[config.mk]
export PLATFORM = sky130hd
export DESIGN_NAME = iter_multiplier
export DESIGN_NICKNAME = d
export VERILOG_FILES = /design/src/rtl/mult_pkg.sv /design/src/rtl/mult_step.sv /design/src/rtl/iter_multiplier.sv
export SDC_FILE = /design/constraint.sdc
export NUM_CORES = 1
export LEC_CHECK = 0
export ABC_AREA = 0
export BUFFER_PORTS_ARGS = -buffer_cell sky130_fd_sc_hd__buf_2
export CAP_MARGIN = 15
export CORE_MARGIN = 4
export CORE_UTILIZATION = 35
export DETAILED_ROUTE_END_ITERATION = 6
export GPL_TIMING_DRIVEN = 0
export PLACE_DENSITY = 0.57
export SYNTH_ARGS = -nofsm -noshare
export SYNTH_HDL_FRONTEND = slang
export SYNTH_SLANG_ARGS = --single-unit
export TNS_END_PERCENT = 20
[constraint.sdc]
create_clock -name clk -period 3.3 [get_ports clk]
set_input_delay 0.33 -clock clk [delete_from_list [all_inputs] [get_ports clk]]
set_output_delay 0.33 -clock clk [all_outputs]
set_load 0.01 [all_outputs]
[src/rtl/mult_pkg.sv]
// mult_pkg: shared definitions for the iterative shift-add multiplier.
//   state_e : controller states (IDLE, RUN, DONE)
//   op_e    : result selection (OP_MUL = low half, OP_UMULH = high half)
//   XZR     : zero register index; writes to it are suppressed
//   ITERATIONS : number of shift-add steps for a full 64-bit multiply
package mult_pkg;

  localparam int ITERATIONS = 64;
  localparam logic [4:0] XZR = 5'd31;

  typedef enum logic [1:0] {
    IDLE = 2'd0,
    RUN  = 2'd1,
    DONE = 2'd2
  } state_e;

  typedef enum logic {
    OP_MUL   = 1'b0,
    OP_UMULH = 1'b1
  } op_e;

endpackage

[src/rtl/mult_step.sv]
// mult_step: one combinational shift-add multiply step.
//   acc_hi_i  : running partial product (upper half of accumulator)
//   acc_lo_i  : remaining multiplier bits / low product bits
//   a_i       : multiplicand
//   acc_hi_o  : next upper half
//   acc_lo_o  : next lower half
// The 129-bit value {carry, sum, acc_lo} is shifted right by one, so the
// add carry lands in acc_hi[W-1] and sum[0] enters acc_lo[W-1].
module mult_step #(
  parameter int W = 64
) (
  input  logic [W-1:0] acc_hi_i,
  input  logic [W-1:0] acc_lo_i,
  input  logic [W-1:0] a_i,
  output logic [W-1:0] acc_hi_o,
  output logic [W-1:0] acc_lo_o
);

  logic [W:0] sum;

  always_comb begin
    sum      = {1'b0, acc_hi_i} + {1'b0, (acc_lo_i[0] ? a_i : '0)};
    acc_hi_o = sum[W:1];
    acc_lo_o = {sum[0], acc_lo_i[W-1:1]};
  end

endmodule

[src/rtl/iter_multiplier.sv]
// iter_multiplier: fixed-latency 64-step shift-add multiplier producing a
// register-file write-back packet.
//   clk, rst_n     : clock, asynchronous active-low reset
//   start          : request, honoured only while idle
//   op             : 0 = MUL (product low half), 1 = UMULH (product high half)
//   ReadData1/2    : multiplicand A / multiplier B, captured with start
//   Rd             : destination register, captured with start
//   busy           : high from the accepting edge until the result cycle ends
//   done           : one-cycle result-valid pulse
//   WriteData      : result; holds its value until the next result
//   WriteRegister  : captured Rd; holds like WriteData
//   RegWrite       : pulse with done, suppressed for the zero register
// Every output comes straight from a flop.
module iter_multiplier #(
  parameter int DATA_WIDTH = 64,
  parameter int ITERATIONS = 64
) (
  input  logic                  clk,
  input  logic                  rst_n,
  input  logic                  start,
  input  logic                  op,
  input  logic [DATA_WIDTH-1:0] ReadData1,
  input  logic [DATA_WIDTH-1:0] ReadData2,
  input  logic [4:0]            Rd,
  output logic                  busy,
  output logic                  done,
  output logic [DATA_WIDTH-1:0] WriteData,
  output logic [4:0]            WriteRegister,
  output logic                  RegWrite
);

  import mult_pkg::*;

  localparam int CNT_W = $clog2(ITERATIONS);
  localparam logic [CNT_W-1:0] LAST_STEP = CNT_W'(ITERATIONS - 1);

  state_e                state_q, state_d;
  logic [DATA_WIDTH-1:0] a_q, a_d;
  logic [DATA_WIDTH-1:0] acc_hi_q, acc_hi_d;
  logic [DATA_WIDTH-1:0] acc_lo_q, acc_lo_d;
  logic [CNT_W-1:0]      count_q, count_d;
  op_e                   op_q, op_d;
  logic [4:0]            rd_q, rd_d;
  logic                  busy_q, busy_d;
  logic                  done_q, done_d;
  logic                  regwrite_q, regwrite_d;
  logic [DATA_WIDTH-1:0] wdata_q, wdata_d;
  logic [4:0]            wreg_q, wreg_d;

  logic [DATA_WIDTH-1:0] step_hi, step_lo;

  mult_step #(
    .W(DATA_WIDTH)
  ) u_step (
    .acc_hi_i (acc_hi_q),
    .acc_lo_i (acc_lo_q),
    .a_i      (a_q),
    .acc_hi_o (step_hi),
    .acc_lo_o (step_lo)
  );

  always_comb begin
    state_d    = state_q;
    a_d        = a_q;
    acc_hi_d   = acc_hi_q;
    acc_lo_d   = acc_lo_q;
    count_d    = count_q;
    op_d       = op_q;
    rd_d       = rd_q;
    busy_d     = busy_q;
    done_d     = 1'b0;
    regwrite_d = 1'b0;
    wdata_d    = wdata_q;
    wreg_d     = wreg_q;

    case (state_q)
      IDLE: begin
        if (start) begin
          a_d      = ReadData1;
          op_d     = op_e'(op);
          rd_d     = Rd;
          acc_hi_d = '0;
          acc_lo_d = ReadData2;
          count_d  = '0;
          busy_d   = 1'b1;
          state_d  = RUN;
        end
      end
      RUN: begin
        acc_hi_d = step_hi;
        acc_lo_d = step_lo;
        count_d  = count_q + 1'b1;
        // The final step's result is registered straight into the output
        // flops so done and WriteData appear together in the DONE cycle.
        if (count_q == LAST_STEP) begin
          state_d    = DONE;
          done_d     = 1'b1;
          regwrite_d = (rd_q != XZR);
          wdata_d    = (op_q == OP_UMULH) ? step_hi : step_lo;
          wreg_d     = rd_q;
        end
      end
      DONE: begin
        busy_d  = 1'b0;
        state_d = IDLE;
      end
      default: begin
        busy_d  = 1'b0;
        state_d = IDLE;
      end
    endcase
  end

  always_ff @(posedge clk or negedge rst_n) begin
    if (!rst_n) begin
      state_q    <= IDLE;
      a_q        <= '0;
      acc_hi_q   <= '0;
      acc_lo_q   <= '0;
      count_q    <= '0;
      op_q       <= OP_MUL;
      rd_q       <= '0;
      busy_q     <= 1'b0;
      done_q     <= 1'b0;
      regwrite_q <= 1'b0;
      wdata_q    <= '0;
      wreg_q     <= '0;
    end else begin
      state_q    <= state_d;
      a_q        <= a_d;
      acc_hi_q   <= acc_hi_d;
      acc_lo_q   <= acc_lo_d;
      count_q    <= count_d;
      op_q       <= op_d;
      rd_q       <= rd_d;
      busy_q     <= busy_d;
      done_q     <= done_d;
      regwrite_q <= regwrite_d;
      wdata_q    <= wdata_d;
      wreg_q     <= wreg_d;
    end
  end

  assign busy          = busy_q;
  assign done          = done_q;
  assign RegWrite      = regwrite_q;
  assign WriteData     = wdata_q;
  assign WriteRegister = wreg_q;

endmodule
==> reports/results.tsv <==
stage	metric	value	unit
finish	diodes	0	
synth	synth.distinct_cells	86	
synth	synth_ff_type	dfrtp_1	
synth	synth_most_common_cell	nand2_1	
sta	finalCriticalPeriod	3.69	ns
pwr	power	17.6	mW
synth	synth-seq-cells	278	
finish	layout-drive-gt1-share	24.3	%
clock_network	cts_buffers	34	
routing	wire_per_inst	20.5	microns
routing	final_antenna_net_count	0	
clock_network	cts_tree	done	
grt	grt_max_degree	118	
floorplan	die-area	0.0502	sq mm
sta	rsz0062_at_grt	yes	
sta	slew_violations	0	
worst_setup_path	critPathLaunchType	register	
synth	ys_seq_area_share	42.5	%
outcome	failed_checks	setup timing	
floorplan	initial_core_util	35.7	%
worst_setup_path	crit_type	register to register	
worst_setup_path	arrival	4.14	ns
run	maxCapViolCount	0	
grt	grt_util_all_layers	22.0	%
clock_network	clkSinkCount	278	
synth	synth_top_cell_area_share	42.5	%
floorplan	rows	78	
routing	drc	0	
pwr	power_density	809	mW/mm^2
sta	max_slew_margin	26.3	%
synth	synth_area_leaders	dfrtp_1 43%, nand2_1 8.1%, o21ai_0 5.2%	
placed_design	place_congestion	0.914	
synth	synth_area_per_cell	8.94	sq um
floorplan	ioPinCount	209	
worst_setup_path	worstPathRequired	3.75	ns
routing	wl	57.5	mm
routing	drt-initial-drc-count	1196	
routing	drt_first_pass_iters	6	
routing	topRoutingLayerUsed	met5	
routing	dr_wl_met3	3.52	mm
synth	netlist_area	0.0163	sq mm
sta	setup_slack	-0.389	ns
floorplan	design.core.area	0.0458	sq mm
finish	n_fill_cell	4352	
clock_network	cts.clk_slew.worst_paths	0.06	ns
placed_design	dpl_cell_area	0.0182	sq mm
sta	skew	0.0336	ns
sta	max_freq	271	MHz
pwr	leakage	10.1	nW
placed_design	dpl.cell_count	2639	
pwr	vdd_ir_drop_max	0.000353	V
grt	grt_pass1_wl	87.1	mm
clock_network	clkLatencyLatePin	0.54	ns
grt	antenna_found_initial	2	
placed_design	place.port_buffers	208	
sta	fin_crit_sh	112	%
hold_path	hold_class	input pin to register	
sta	hold_slack	0.0241	ns
synth	ys_warn_count	0	
synth	async_reset_ff_share	100	%
worst_setup_path	endpoint_kind	register	
floorplan	die_w	224	microns
sta	worstMarginPinSlew	1.11	ns
grt	grt_remaining_overflow	0	
placed_design	post-dp-hpwl	41.7	mm
routing	viasPerCell	5.42	
sta	hold_viol_final	0	
synth	postSynthCellCount	1829	
synth	synth_fp_nets	2032	
routing	wl_met2	26.5	mm
sta	setup_violations	51	
worst_setup_path	worstPathMaxFanout	7	
finish	area_growth_syn_to_layout	33.0	%
routing	dr_total_vias	15244	
clock_network	cts_buffer_depth	3	
finish	final_cells	2811	
outcome	status	complete, but fails checks	
finish	postLayoutCellArea	0.0218	sq mm
routing	wl_met1	25.6	mm
floorplan	die_y	224	microns
finish	nets	2393	
synth	synth-edff-count	0	
synth	synth_top_area_cell	dfrtp_1	
synth	yosys-top-cells-count	354 x nand2_1, 278 x dfrtp_1, 171 x o21ai_0	
sta	fin_tns_setup	-7.64	ns
grt	grt_pass1_vias	15279	
clock_network	cts_root_buf	clkbuf_16	
clock_network	htreeDepth	2	
==> cell type report <==
type / count / area, sq um / share of cell area [%]
flip-flops and latches: 278 / 6960 / 32.0
clock buffers: 50 / 1020 / 4.70
inverters: 21 / 78.8 / 0.362
well taps: 600 / 751 / 3.45
multi-input cells: 1402 / 9940 / 45.7
repair buffers: 335 / 2260 / 10.4
clock inverters: 7 / 70.1 / 0.322
plain buffers: 118 / 666 / 3.06
==> report_power, final <==
group / total (mW) / internal (mW) / leakage, nW / switching (mW)
clock network: 3.72 / 2.22 / 0.538 / 1.50
logic: 8.42 / 3.88 / 6.24 / 4.54
registers: 5.47 / 4.51 / 3.31 / 0.959
==> registers in the layout (all words and copies together) (netlist names), 2 cells and up <==
register,cells
WriteData,64
WriteRegister,5
a_q,64
acc_hi_q,64
acc_lo_q,64
count_q,6
rd_q,5
state_q,2
==> worst max-delay path, cell delays in order (launching register included) <==
cell	delay (ns)
dfrtp_1	0.38
clkbuf_16	0.19
buf_6	0.12
and2_4	0.15
ha_4	0.13
inv_2	0.03
fa_2	0.36
nor2b_4	0.12
o31a_1	0.20
o21ai_2	0.11
o41a_1	0.43
o22ai_4	0.25
o21ai_4	0.14
o21ba_4	0.27
o41ai_4	0.40
mux2i_1	0.13
o21ai_1	0.16
==> final timing paths <==
kind / from / to / slack (ns) / depth (start not counted)
setup reg to reg: acc_lo_q[0]$_DFFE_PN0P_ / WriteData[63]$_DFFE_PN0P_ / -0.39 / 16
hold / removal: ReadData1[9] / a_q[9]$_DFFE_PN0P_ / 0.02 / 3
min in group asynchronous: rst_n / a_q[57]$_DFFE_PN0P_ / 0.31 / 2
max in group asynchronous: rst_n / acc_lo_q[35]$_DFFE_PN0P_ / 1.97 / 3
hold reg to reg: a_q[48]$_DFFE_PN0P_ / a_q[48]$_DFFE_PN0P_ / 0.47 / 2
setup / recovery: acc_lo_q[0]$_DFFE_PN0P_ / WriteData[63]$_DFFE_PN0P_ / -0.39 / 16
==> cell usage in the layout, fill, tap and decap left out, drive strengths merged, types with 62 or more instances in the layout <==
cell type,instances
nand2,354
buf,302
dfrtp,278
o21ai,184
a21oi,144
clkbuf,138
nor2b,72
and2,70
ha,65
a22oi,63
dlygate4sd3,62
==> per-layer routing <==
layer / vias up / global-route usage (%)
met5: - / 0
met4: 4 / 7.40
met3: 97 / 3.63
met2: 488 / 35.1
met1: 7484 / 30.4
li1: 7171 / -
==> per-stage QoR <==
stage	worst slack, ns	utilization (%)
after CTS	-0.285	45.4
after floorplan	0.0784	-
after detailed placement	-1.57	39.8
after global routing	-0.459	47.5
final	-0.389	47.5
after global placement	-3.49	39.6
==> timing repair <==
item | CTS | global route
endpoints found under the setup margin | 117 | 92
resized for setup | 155 | 146
gates cloned | 0 | 1
endpoints found under the hold margin | 110 | 0
buffers inserted | 24 | 39
pin swaps | 51 | 69
hold buffers | 62 | 0
==> cell families (layout without fill, tap and decap cells) <==
family,after synthesis,in the layout,synth area share (%)
XOR/XNOR,57,57,3.05
buffers and inverters,149,531,4.23
multiplexers,56,56,3.47
adder cells (fa/ha/maj),66,66,5.10
flip-flops,278,278,42.5
AND/OR/NAND/NOR,641,641,18.7
AO/OA/AOI/OAI,582,582,22.9
No activity file was read; power rests on OpenSTA's default activity.
